[config.mk]
export PLATFORM = sky130hd
export DESIGN_NAME = dword_response_flat
export DESIGN_NICKNAME = d
export VERILOG_FILES = /design/src/rtl/resp_pkg.sv /design/src/rtl/dword_response_if.sv /design/src/rtl/resp_fifo.sv /design/src/rtl/dword_response.sv /design/src/flat_wrapper.sv
export SDC_FILE = /design/constraint.sdc
export NUM_CORES = 1
export LEC_CHECK = 0
export BUFFER_PORTS_ARGS = -buffer_cell sky130_fd_sc_hd__buf_2
export CAP_MARGIN = 10
export CORE_ASPECT_RATIO = 1.4
export CORE_UTILIZATION = 60
export DETAILED_ROUTE_END_ITERATION = 16
export PLACE_DENSITY = 0.85
export SETUP_SLACK_MARGIN = 0.02
export SLEW_MARGIN = 20
export SYNTH_ARGS = -nofsm -noshare
export SYNTH_HDL_FRONTEND = slang
export SYNTH_SLANG_ARGS = --single-unit
[constraint.sdc]
create_clock -name clk_in -period 10.8 [get_ports clk_in]
set_clock_uncertainty 0.2 [all_clocks]
set_input_delay 1.08 -clock clk_in [delete_from_list [all_inputs] [get_ports clk_in]]
set_output_delay 1.08 -clock clk_in [all_outputs]
set_load 0.1 [all_outputs]
[src/rtl/resp_pkg.sv]
// Shared types for the QSPI programmer response path.
// A frame is one completed command: {seq, tag, err, data}, 81 bits.
// It goes to the host as three 32-bit words: header, data[63:32], data[31:0].
package resp_pkg;

  localparam logic [7:0] SYNC_BYTE_DEF = 8'hA5;
  localparam int         FRAME_WORDS   = 3;

  // Header word field positions
  localparam int HDR_SYNC_LSB = 24;
  localparam int HDR_SEQ_LSB  = 16;
  localparam int HDR_ERR_BIT  = 8;
  localparam int HDR_TAG_LSB  = 0;

  typedef struct packed {
    logic [7:0]  seq;
    logic [7:0]  tag;
    logic        err;
    logic [63:0] data;
  } frame_t;

  typedef enum logic [1:0] {
    W_HDR = 2'd0,
    W_HI  = 2'd1,
    W_LO  = 2'd2
  } word_e;

  // Select one of the FRAME_WORDS output words of a frame
  function automatic logic [31:0] frame_word(input frame_t f, input word_e w,
                                             input logic [7:0] sync);
    logic [31:0] hdr;
    hdr                        = '0;
    hdr[HDR_SYNC_LSB +: 8]     = sync;
    hdr[HDR_SEQ_LSB +: 8]      = f.seq;
    hdr[HDR_ERR_BIT]           = f.err;
    hdr[HDR_TAG_LSB +: 8]      = f.tag;
    case (w)
      W_HDR:   return hdr;
      W_HI:    return f.data[63:32];
      default: return f.data[31:0];
    endcase
  endfunction

endpackage

[src/rtl/dword_response_if.sv]
// Host-link word stream of the response path.
//   data_to_PC : current response word
//   valid      : data_to_PC holds a word
//   rd         : host consumes the word when valid && rd
// master = response block, slave = host link.
interface dword_response_if;
  logic [31:0] data_to_PC;
  logic        valid;
  logic        rd;

  modport master (output data_to_PC, output valid, input rd);
  modport slave  (input data_to_PC, input valid, output rd);
endinterface

[src/rtl/resp_fifo.sv]
// Single-clock frame FIFO.
//   push/wdata : write request; push_ok says whether it was taken
//   pop/rdata  : rdata is the head frame; pop removes it
//   full/empty/count : occupancy
// A push while full is still accepted when the same cycle pops, because the
// slot being freed is reused.
module resp_fifo
  import resp_pkg::*;
#(
  parameter int DEPTH = 4
) (
  input  logic                       clk_in,
  input  logic                       reset,
  input  logic                       push,
  input  frame_t                     wdata,
  input  logic                       pop,
  output frame_t                     rdata,
  output logic                       full,
  output logic                       empty,
  output logic                       push_ok,
  output logic [$clog2(DEPTH+1)-1:0] count
);
  localparam int AW = $clog2(DEPTH);
  localparam int CW = $clog2(DEPTH+1);

  frame_t          mem_q [DEPTH];
  logic [AW-1:0]   wr_ptr_q, wr_ptr_d;
  logic [AW-1:0]   rd_ptr_q, rd_ptr_d;
  logic [CW-1:0]   count_q, count_d;
  logic            pop_ok;

  always_comb begin
    empty    = (count_q == '0);
    full     = (count_q == CW'(DEPTH));
    pop_ok   = pop && !empty;
    push_ok  = push && (!full || pop_ok);
    wr_ptr_d = wr_ptr_q + AW'(push_ok);
    rd_ptr_d = rd_ptr_q + AW'(pop_ok);
    count_d  = count_q + CW'(push_ok) - CW'(pop_ok);
  end

  always_ff @(posedge clk_in) begin
    if (reset) begin
      wr_ptr_q <= '0;
      rd_ptr_q <= '0;
      count_q  <= '0;
    end else begin
      wr_ptr_q <= wr_ptr_d;
      rd_ptr_q <= rd_ptr_d;
      count_q  <= count_d;
    end
  end

  // Storage needs no reset; occupancy is tracked by count_q
  always_ff @(posedge clk_in) begin
    if (push_ok) mem_q[wr_ptr_q] <= wdata;
  end

  assign rdata = mem_q[rd_ptr_q];
  assign count = count_q;

endmodule

[src/rtl/dword_response.sv]
// Response path to the PC for the QSPI programmer.
// Detects the falling edge of the controller busy flag, and for each armed
// command queues a frame {seq, tag, error, readout}. Each frame is streamed
// to the host as three words over the valid/rd handshake.
//   clk_in, reset        : clock, synchronous active-high reset
//   cmd_issued, cmd_tag  : command handed to the controller (arms capture)
//   mc_busy              : controller busy, asynchronous to clk_in
//   readout, error       : controller result, stable while it is idle
//   host                 : data_to_PC / valid / rd word stream
//   pending              : frames queued
//   overflow, ovf_clr    : sticky drop flag and its clear
module dword_response
  import resp_pkg::*;
#(
  parameter int         DEPTH     = 4,
  parameter logic [7:0] SYNC_BYTE = SYNC_BYTE_DEF
) (
  input  logic                       clk_in,
  input  logic                       reset,
  input  logic                       cmd_issued,
  input  logic [7:0]                 cmd_tag,
  input  logic                       mc_busy,
  input  logic [63:0]                readout,
  input  logic                       error,
  dword_response_if.master           host,
  output logic [$clog2(DEPTH+1)-1:0] pending,
  output logic                       overflow,
  input  logic                       ovf_clr
);

  // busy_sync_q[0]=s1, [1]=s2 (synchronised), [2]=s3 (history)
  logic [2:0] busy_sync_q, busy_sync_d;
  logic       armed_q, armed_d;
  logic [7:0] tag_q, tag_d;
  logic [7:0] seq_q, seq_d;
  logic       push_q, push_d;
  frame_t     frame_q, frame_d;
  word_e      idx_q, idx_d;
  logic       overflow_q, overflow_d;

  logic       completion;
  logic       accept;
  logic       pop;
  frame_t     head;
  logic       fifo_full, fifo_empty, push_ok;

  resp_fifo #(.DEPTH(DEPTH)) u_fifo (
    .clk_in  (clk_in),
    .reset   (reset),
    .push    (push_q),
    .wdata   (frame_q),
    .pop     (pop),
    .rdata   (head),
    .full    (fifo_full),
    .empty   (fifo_empty),
    .push_ok (push_ok),
    .count   (pending)
  );

  always_comb begin
    busy_sync_d = {busy_sync_q[1:0], mc_busy};
    completion  = !busy_sync_q[1] && busy_sync_q[2];

    armed_d    = armed_q;
    tag_d      = tag_q;
    seq_d      = seq_q;
    push_d     = 1'b0;
    frame_d    = frame_q;

    // Completions while unarmed come from the controller's own power-up busy
    // period and carry no command, so they are ignored.
    if (completion && armed_q) begin
      push_d  = 1'b1;
      frame_d = '{seq: seq_q, tag: tag_q, err: error, data: readout};
      // seq advances even if the frame is dropped later, so the host sees a gap
      seq_d   = seq_q + 8'd1;
      armed_d = 1'b0;
    end
    // A new command re-arms; a second one before completion replaces the tag
    if (cmd_issued) begin
      armed_d = 1'b1;
      tag_d   = cmd_tag;
    end

    accept = !fifo_empty && host.rd;
    pop    = accept && (idx_q == W_LO);
    idx_d  = idx_q;
    if (accept) begin
      case (idx_q)
        W_HDR:   idx_d = W_HI;
        W_HI:    idx_d = W_LO;
        default: idx_d = W_HDR;
      endcase
    end

    // Drop wins over a clear in the same cycle
    overflow_d = overflow_q;
    if (ovf_clr) overflow_d = 1'b0;
    if (push_q && !push_ok) overflow_d = 1'b1;
  end

  always_ff @(posedge clk_in) begin
    if (reset) begin
      busy_sync_q <= 3'b111;
      armed_q     <= 1'b0;
      tag_q       <= '0;
      seq_q       <= '0;
      push_q      <= 1'b0;
      frame_q     <= '0;
      idx_q       <= W_HDR;
      overflow_q  <= 1'b0;
    end else begin
      busy_sync_q <= busy_sync_d;
      armed_q     <= armed_d;
      tag_q       <= tag_d;
      seq_q       <= seq_d;
      push_q      <= push_d;
      frame_q     <= frame_d;
      idx_q       <= idx_d;
      overflow_q  <= overflow_d;
    end
  end

  assign host.valid      = !fifo_empty;
  assign host.data_to_PC = fifo_empty ? 32'd0 : frame_word(head, idx_q, SYNC_BYTE);
  assign overflow        = overflow_q;

endmodule

[src/flat_wrapper.sv]
// flat-port wrapper written by rule: the top's interface ports become plain ports
module dword_response_flat import resp_pkg::*;
#(
  parameter int         DEPTH     = 4,
  parameter logic [7:0] SYNC_BYTE = SYNC_BYTE_DEF
)
  (clk_in, reset, cmd_issued, cmd_tag, mc_busy, readout, error, pending, overflow, ovf_clr, host_data_to_PC, host_valid, host_rd);
  dword_response_if host_i ();
  input  logic clk_in;
  input  logic reset;
  input  logic cmd_issued;
  input  logic [7:0] cmd_tag;
  input  logic mc_busy;
  input  logic [63:0] readout;
  input  logic error;
  output logic [$clog2(DEPTH+1)-1:0] pending;
  output logic overflow;
  input  logic ovf_clr;
  output wire logic [$bits(host_i.data_to_PC)-1:0] host_data_to_PC;
  output wire logic [$bits(host_i.valid)-1:0] host_valid;
  input wire logic [$bits(host_i.rd)-1:0] host_rd;
  assign host_data_to_PC = host_i.data_to_PC;
  assign host_valid = host_i.valid;
  assign host_i.rd = host_rd;
  dword_response #(.DEPTH(DEPTH), .SYNC_BYTE(SYNC_BYTE)) u_core (.clk_in(clk_in), .reset(reset), .cmd_issued(cmd_issued), .cmd_tag(cmd_tag), .mc_busy(mc_busy), .readout(readout), .error(error), .host(host_i), .pending(pending), .overflow(overflow), .ovf_clr(ovf_clr));
endmodule
==> results_dict.tcl, run 1 <==
set metrics [dict create \
    synth_nets 1175 \
    cp.arrival_ns 3.89 \
    yosysSeqAreaShare_pct 72.4 \
    worstSkewPairLatency_ns 0.52 \
    post-dp-hpwl_um 19200 \
    gr-usage-all-layers_pct 24.6 \
    grt.met2_usage_pct 44.2 \
    num_vias 9470 \
    holdCritPathClass "reg2reg" \
    grtUsageMet3_pct 3.61 \
    synth_flop_cell "edfxtp_1" \
    yosys_register_bits 436 \
    die_w_um 142 \
    syn_area_mm2 0.0165 \
    rows 71 \
    vdd_drop_max_uv 142 \
    post_cts_resized 0 \
    avgSynthCellArea_um2 15.2 \
    clk_pin_slew_worst_paths_ns 0.07 \
    htree_levels 2 \
    power_density_mw_per_mm2 170 \
    grt_max_degree 89 \
    top_usage_layer "met2" \
    cts_tree "yes" \
    synth_warnings 0 \
    start_util_pct 61.3 \
    fillers 1730 \
    grt.met1_usage_pct 29.5 \
    antenna_found_initial 0 \
    synth-edff-count 324 \
    synthCells 1090 \
    p_total_w 0.00317 \
    cts_root_buf "clkbuf_16" \
    rsz0062_at_grt "no" \
    die-area_mm2 0.0282 \
    postRouteWirelength_um 34200 \
    r2r_slack_ns 7.40 \
    cts.sinks 436 \
    drt_pre_antenna_iters 5 \
    async_reset_ff_share_pct 0 \
    grt-ovfl-total 0 \
    run_status "finished, final reports clean" \
    clock_path_buffers 3 \
    wl_per_cell_um 21.5 \
    hold_viol 0 \
    drc 0 \
    hold_buffers 0 \
    relSlewSlack_pct 25.6 \
    final_antenna_net_count 0 \
    tightest_slew_ns 1.12 \
    critPathKind "reg2out" \
    layout.cells.most_common "edfxtp_1" \
    post-route-period-util_pct 47.9 \
    grt_pass1_wl_um 51700 \
    diodes 0 \
    pin_count 116 \
    grt_pass1_vias 9623 \
    numCtsBuffers 37 \
    period_minus_slack_ns 5.17 \
    place_congestion 0.761 \
    holdWs_ns 0.230 \
    final_cell_mix "edfxtp_1, nand2_1, buf_2, dfxtp_1, a21oi_1" \
    synthDistinctLibCells 48 \
    io_buffers 115 \
    final_max_slew_viol_count 0 \
    max-cap-violations 0 \
    path_max_fanout 87 \
    drtIter0Drc 750 \
    max_freq_mhz 193 \
    area.growth.synth_to_final_pct 12.3 \
    critPathCaptureType "primary output" \
    die_h_um 198 \
    layout-drive-gt1-share_pct 24.1 \
    avgViaCountPerCell 5.97 \
    crit_required_ns 9.52 \
    coreArea_mm2 0.0270 \
    report.final.setup_viol 0 \
    p_leak_nw 6.20 \
    final_nets 1278 \
    tns_ns 0 \
    post_cts_buffers 0 \
    start_kind "register" \
]
-- cell usage after synthesis, types with 2 or more instances --
cell type | count | area, µm²
nand2b_1 | 2 | 12.5
buf_1 | 2 | 7.51
nor2_1 | 17 | 63.8
buf_6 | 5 | 56.3
buf_8 | 2 | 30.0
dfxtp_1 | 112 | 2240
nor2b_1 | 31 | 194
o22ai_1 | 21 | 131
clkbuf_1 | 42 | 158
a211oi_1 | 17 | 128
nor4_2 | 11 | 138
buf_4 | 6 | 45.0
nand2_1 | 169 | 634
buf_2 | 10 | 50.1
mux4_2 | 31 | 698
mux2_1 | 10 | 113
nor3_1 | 6 | 30.0
nor3b_1 | 4 | 30.0
o31ai_1 | 2 | 15.0
nor4_1 | 6 | 37.5
or3_1 | 7 | 43.8
inv_1 | 5 | 18.8
nand4_1 | 3 | 18.8
mux2_2 | 49 | 552
nand3b_1 | 3 | 22.5
ha_1 | 5 | 62.6
or3b_1 | 2 | 17.5
o21ai_0 | 12 | 60.1
mux2i_1 | 30 | 300
a21oi_1 | 92 | 460
o21ai_1 | 10 | 50.1
or2_2 | 3 | 18.8
a22o_1 | 22 | 193
and2_1 | 2 | 12.5
xnor2_1 | 3 | 26.3
edfxtp_1 | 324 | 9730
-- registers in the layout (all words and copies together), names as in the netlist --
signal,flops
u_core.u_fifo.mem_q,324
u_core.frame_q,81
u_core.seq_q,8
u_core.tag_q,8
u_core.busy_sync_q,3
u_core.u_fifo.count,3
u_core.idx_q,2
u_core.u_fifo.rd_ptr_q,2
u_core.u_fifo.wr_ptr_q,2
u_core.armed_q,1
u_core.overflow,1
u_core.push_q,1
-- path summary, 6_finish.rpt --
path	from	end	cells past startpoint
worst min register to register	u_core.busy_sync_q[0]	u_core.busy_sync_q[1]	1
worst max-delay path	u_core.u_fifo.rd_ptr_q[0]	host_data_to_PC[16]	5
worst max register to register	u_core.idx_q[1]	u_core.u_fifo.mem_q[3][6]	5
worst min-delay path	u_core.busy_sync_q[0]	u_core.busy_sync_q[1]	1
-- metrics by stage --
step	area, µm²	instances	setup slack (ns)	utilization, %
3_5_place_dp	17400	1519	5.82	64.3
4_1_cts	18600	1587	5.27	68.8
6_report	18600	1587	5.63	68.8
2_1_floorplan	16500	1090	2.53	-
5_1_grt	18600	1587	5.43	68.8
3_3_place_gp	17400	1519	5.92	64.3
-- logic make-up after synthesis --
logic type	share of synthesized area, %
buffers and inverters	2.35
muxes	10.2
and+or+nand+nor	8.04
xor gates and xnor gates	0.212
adders and majority gates	0.499
AOI/OAI and AO/OA	6.32
DFF	72.4
-- report_power, final --
| group | switching (W) | internal [W] | total [W] |
|---|---|---|---|
| Sequential | 0.00000809 | 0.00179 | 0.00180 |
| Combinational | 0.0000360 | 0.0000194 | 0.0000554 |
| Clock | 0.000571 | 0.000744 | 0.00131 |
-- worst max-delay path: stages (launching register included) --
cell and delay [ns]:
dfxtp_4 1.02, buf_6 0.71, mux4_2 0.36, nor2b_1 0.04, nor4_1 0.64, buf_2 0.55
-- cell type report --
class                           instances  area (µm²)  share of cell area (%)
Clock buffer                           53        1070                    5.75
Clock inverter                         15         138                   0.741
Inverter                                6        22.5                   0.121
Multi-Input combinational cell        580        4210                    22.6
Sequential cell                       436       12000                    64.5
Tap cell                              365         457                    2.46
Timing Repair Buffer                  132         709                    3.82
-- metal layers --
layer  wire (µm)  vias up
met2       18300      397
li1            -     4298
met3        2230       78
met1       12400     4697
met4        1240        0
met5           0        -
No activity file was read; power rests on OpenSTA's default activity.
==> run 2, diff against run 1 <==
==> constraint.sdc (replaced) <==
create_clock -name clk_in -period 5 [get_ports clk_in]
set_clock_uncertainty 0.2 [all_clocks]
set_input_delay 0.5 -clock clk_in [delete_from_list [all_inputs] [get_ports clk_in]]
set_output_delay 0.5 -clock clk_in [all_outputs]
set_load 0.1 [all_outputs]
==> run 2 against run 1 <==
Sequential power up 120%. Critical endpoint is now host_data_to_PC[7]. Global-route usage up 0.31 points. Flip-flop and latch count unchanged. Largest power group unchanged.
==> results_dict.tcl, run 2 (synthesized netlist as in run 1, its figures left out) <==
set metrics [dict create \
    run_status "finished, final reports clean" \
    slowest_delay_ns 0.97 \
    rr_worst_depth 5 \
    cts_tree "yes" \
    path_max_fanout 23 \
    worstSkewPairLatency_ns 0.53 \
    clk_pin_slew_worst_paths_ns 0.06 \
    largestRegisters "u_core.u_fifo.mem_q (324), u_core.frame_q (81)" \
    fillers 1751 \
    internal_power_w 0.00561 \
    critPathCaptureType "primary output" \
    path_cells "or3b_1, a211oi_1, nor4_1, buf_2" \
    layout-drive-gt1-share_pct 24.1 \
    holdWs_ns 0.00806 \
    wl_per_cell_um 21.4 \
    cp.arrival_ns 3.30 \
    rsz0062_at_grt "no" \
    power_frac_comb_pct 1.8 \
    post_cts_buffers 0 \
    min_delay_path_depth 3 \
    period_minus_slack_ns 4.00 \
    diodes 0 \
    p_total_w 0.00697 \
    cts_root_buf "clkbuf_16" \
    grt_pass1_wl_um 52200 \
    hold_buffers 10 \
    regArea_mm2 0.0120 \
    layout.cells.most_common "edfxtp_1" \
    start_kind "register" \
    numCtsBuffers 38 \
    area.growth.synth_to_final_pct 13.7 \
    post-dp-hpwl_um 20100 \
    antenna_found_initial 0 \
    place_congestion 0.756 \
    avgViaCountPerCell 5.93 \
    die-area_mm2 0.0282 \
    place_inst 1518 \
    die_h_um 198 \
    vdd_drop_max_uv 364 \
    power_density_mw_per_mm2 370 \
    relSlewSlack_pct 25.4 \
    multi_input_area_mm2 0.00425 \
    p_seq_share_pct 55.7 \
    final_nets 1289 \
    start_util_pct 61.3 \
    tightest_slew_ns 1.12 \
    die_w_um 142 \
    final_cell_mix "edfxtp_1, nand2_1, buf_2, dfxtp_1, a21oi_1" \
    pin_count 116 \
    design_area_mm2 0.0188 \
    switchingPower_w 0.00135 \
    final_max_slew_viol_count 0 \
    coreArea_mm2 0.0270 \
    clockPowerShare_pct 42.5 \
    clock_path_buffers 3 \
    grt_max_degree 83 \
    post-route-period-util_pct 80.0 \
    num_vias 9488 \
    grt_pass1_vias 9580 \
    postPlaceCellArea_mm2 0.0174 \
    htree_levels 2 \
    final_antenna_net_count 0 \
    drt_pre_antenna_iters 5 \
    max-cap-violations 0 \
    slowest_stage "or3b_1" \
    max_freq_mhz 250 \
    switching_share_pct 19.4 \
    regMostFlops "u_core.u_fifo.mem_q" \
    holdCritPathClass "in2reg" \
    drc 0 \
    p_leak_nw 6.27 \
    report.final.setup_viol 0 \
    hold_viol 0 \
    grt-ovfl-total 0 \
    largest_register_ffs 324 \
    post_cts_resized 0 \
    io_buffers 115 \
    drtIter0Drc 630 \
    crit_required_ns 4.30 \
    gr-usage-all-layers_pct 24.9 \
    cts.sinks 436 \
    postRouteWirelength_um 34300 \
    rows 71 \
    tns_ns 0 \
    fin_cells 1599 \
    critPathKind "reg2out" \
]
==> run 2: per-layer routing <==
| layer | global-route usage (%) | share of wire, % | routed length [µm] | vias to the layer above |
|---|---|---|---|---|
| met5 | 0 | 0 | 0 | - |
| met4 | 10.8 | 3.7 | 1250 | 0 |
| met3 | 4.04 | 5.5 | 1880 | 83 |
| met2 | 45.8 | 54 | 18500 | 342 |
| met1 | 28.5 | 37 | 12600 | 4747 |
| li1 | - | - | - | 4316 |
==> run 2: power by group through the flow <==
stage	Combinational, W	Clock, W	Sequential [W]
3_3_place_gp	0.000118	0	0.00396
3_5_place_dp	0.000120	0	0.00396
2_1_floorplan	0.0000661	0	0.00396
5_1_grt	0.000136	0.00311	0.00388
6_report	0.000127	0.00296	0.00388
4_1_cts	0.000128	0.00298	0.00388
==> run 2: path summary, 6_finish.rpt <==
check | startpoint | endpoint | slack [ns]
max | u_core.idx_q[1] | host_data_to_PC[7] | 1.00
min | readout[39] | u_core.frame_q[39] | 0.008
max reg2reg | u_core.idx_q[1] | u_core.u_fifo.mem_q[3][77] | 1.85
min reg2reg | u_core.busy_sync_q[0] | u_core.busy_sync_q[1] | 0.23
==> run 2: metrics by stage <==
| step | worst slack [ns] | util (%) |
|---|---|---|
| CTS | 0.995 | 69.6 |
| detailed placement | 1.57 | 64.5 |
| finish | 1.00 | 69.7 |
| floorplan | 0.0333 | - |
| global route | 0.876 | 69.7 |
| global placement | 1.66 | 64.5 |
==> run 2: critical path, delay by kind of cell (launching register included) <==
family | cells | cell delay (ns)
buffers and inverters | 1 | 0.51
DFF | 1 | 0.75
and+or+nand+nor | 2 | 1.41
AOI/OAI and AO/OA | 1 | 0.10
==> run 2: area by class of cell <==
type	instances	share of cell area, %
timing repair buffer	142	4.48
clock buffer	53	5.63
sequential	436	63.7
multi-input combinational	580	22.6
clock inverter	17	1.08
inverter	6	0.120
tap	365	2.43
==> run 3, diff against run 2 <==
==> constraint.sdc (replaced) <==
create_clock -name clk_in -period 4.1 [get_ports clk_in]
set_clock_uncertainty 0.2 [all_clocks]
set_input_delay 0.41 -clock clk_in [delete_from_list [all_inputs] [get_ports clk_in]]
set_output_delay 0.41 -clock clk_in [all_outputs]
set_load 0.1 [all_outputs]
==> run 3 against run 2 <==
First-iteration DRC count increased by 48%. Clock power increased by 28%. Via count increased by 6.6%. Combinational power increased by 66%. Critical endpoint is now host_data_to_PC[17].
==> results_dict.tcl, run 3 (synthesized netlist as in run 1, its figures left out) <==
set metrics [dict create \
    r2r_slack_ns 0.95 \
    slowest_delay_ns 0.69 \
    p_total_w 0.00874 \
    critPathKind "reg2out" \
    switching_share_pct 19.9 \
    drt_pre_antenna_iters 5 \
    grt_pass1_vias 10500 \
    cts_tree "yes" \
    crit_required_ns 3.49 \
    post-dp-hpwl_um 20000 \
    wl_per_cell_um 23.1 \
    drc 0 \
    reg2reg_from "u_core.idx_q[1]" \
    final_cell_mix "edfxtp_1, nand2_1, buf_2, dfxtp_1, a21oi_1" \
    hp-start "error" \
    rsz0062_at_grt "no" \
    io_buffers 115 \
    largest_register_ffs 324 \
    final_max_slew_viol_count 0 \
    coreArea_mm2 0.0270 \
    layout.cells.most_common "edfxtp_1" \
    place_congestion 0.745 \
    die_h_um 198 \
    internal_power_w 0.00701 \
    report.final.setup_viol 0 \
    fillers 1560 \
    final_antenna_net_count 0 \
    min_delay_path_depth 3 \
    power_frac_comb_pct 2.4 \
    slowest_stage "dfxtp_4" \
    grt-ovfl-total 0 \
    grt_max_degree 83 \
    postRouteWirelength_um 38700 \
    start_kind "register" \
    die-area_mm2 0.0282 \
    power_density_mw_per_mm2 443 \
    worstSkewPairLatency_ns 0.55 \
    tightest_slew_ns 0.956 \
    regMostFlops "u_core.u_fifo.mem_q" \
    p_leak_nw 6.65 \
    numCtsBuffers 38 \
    rr_worst_depth 10 \
    run_status "finished, final reports clean" \
    avgViaCountPerCell 6.04 \
    final_nets 1364 \
    rows 71 \
    holdCritPathClass "in2reg" \
    fin_util_pct 73.1 \
    path_max_fanout 41 \
    regArea_mm2 0.0120 \
    cts_root_buf "clkbuf_16" \
    clk_pin_slew_worst_paths_ns 0.06 \
    clock_path_buffers 3 \
    grt_pass1_wl_um 58300 \
    critPathCaptureType "primary output" \
    min_to "u_core.frame_q[64]" \
    critical_path.top_delay_family "buffers and inverters" \
    diodes 0 \
    post_cts_resized 0 \
    relSlewSlack_pct 36.2 \
    drtIter0Drc 935 \
    p_seq_share_pct 54.2 \
    hold_viol 0 \
    die_w_um 142 \
    cp.arrival_ns 3.06 \
    period_minus_slack_ns 3.67 \
    r2r_end "u_core.u_fifo.count[2]" \
    path_buf_inv 3 \
    layout-drive-gt1-share_pct 24.4 \
    tns_ns 0 \
    antenna_found_initial 0 \
    path_cells "buf_16, buf_12, mux4_2, nor2b_1, nor4_4, buf_2" \
    largestRegisters "u_core.u_fifo.mem_q (324), u_core.frame_q (81)" \
    multi_input_area_mm2 0.00434 \
    switchingPower_w 0.00174 \
    clockPowerShare_pct 43.4 \
    post-route-period-util_pct 89.5 \
    start_util_pct 61.3 \
    vdd_drop_max_uv 492 \
    max-cap-violations 0 \
    htree_levels 2 \
    max_freq_mhz 273 \
    cts.sinks 436 \
    area.growth.synth_to_final_pct 19.3 \
    num_vias 10100 \
    gr-usage-all-layers_pct 28.1 \
    pin_count 116 \
]
run 3: routing by layer:
layer  GRT usage [%]  wire (µm)
met3            4.55       2620
met4            16.9       2160
met1            31.5      13600
met2            50.3      20300
met5               0          0
run 3: repair_timing:
action / 4_1_cts / 5_1_grt
hold endpoints to repair: 73 / 1
buffers inserted: 0 / 0
hold buffers: 73 / 1
endpoints found under the setup margin: 0 / 0
run 3: tightest hold or removal path: cells and delay by family:
kind / cells / cell delay (ns)
AOI/OAI and AO/OA: 1 / 0.10
buffers and inverters: 1 / 0.10
and+or+nand+nor: 1 / 0.10
run 3: area by class of cell:
type	instances	share of cell area, %
clock buffers	46	5.23
clock inverters	24	1.52
inverters	6	0.114
multi-input cells	580	22.0
flip-flops and latches	436	60.7
well taps	365	2.31
repair buffers	217	8.16
run 3: how the worst max path moves through the flow:
stage                                          from                         to  slack (ns)  cells past startpoint
after global routing      u_core.u_fifo.rd_ptr_q[0]        host_data_to_PC[20]        0.32                      6
final                     u_core.u_fifo.rd_ptr_q[0]        host_data_to_PC[17]        0.43                      6
after floorplan              u_core.u_fifo.count[1]  u_core.u_fifo.mem_q[2][0]        0.20                      3
after detailed placement  u_core.u_fifo.rd_ptr_q[0]        host_data_to_PC[10]        0.87                      4
after global placement    u_core.u_fifo.rd_ptr_q[0]        host_data_to_PC[17]        0.90                      5
after CTS                 u_core.u_fifo.rd_ptr_q[0]        host_data_to_PC[17]        0.28                      5
run 3: stage by stage:
step	hold WS (ns)	instances	setup WS, ns	instance area, µm²
3_5_place_dp	0.230	1528	0.873	17600
3_3_place_gp	0.194	1528	0.902	17600
6_report	0.0573	1674	0.432	19700
4_1_cts	0.000660	1671	0.281	19700
2_1_floorplan	0.189	1090	0.204	16700
5_1_grt	0.0491	1674	0.317	19700
run 3: power by group through the flow:
stage          Sequential [W]  Combinational, W  Clock, W
2_1_floorplan         0.00482         0.0000818         0
3_3_place_gp          0.00483          0.000143         0
3_5_place_dp          0.00483          0.000147         0
4_1_cts               0.00473          0.000203   0.00379
5_1_grt               0.00474          0.000223   0.00399
6_report              0.00474          0.000211   0.00380
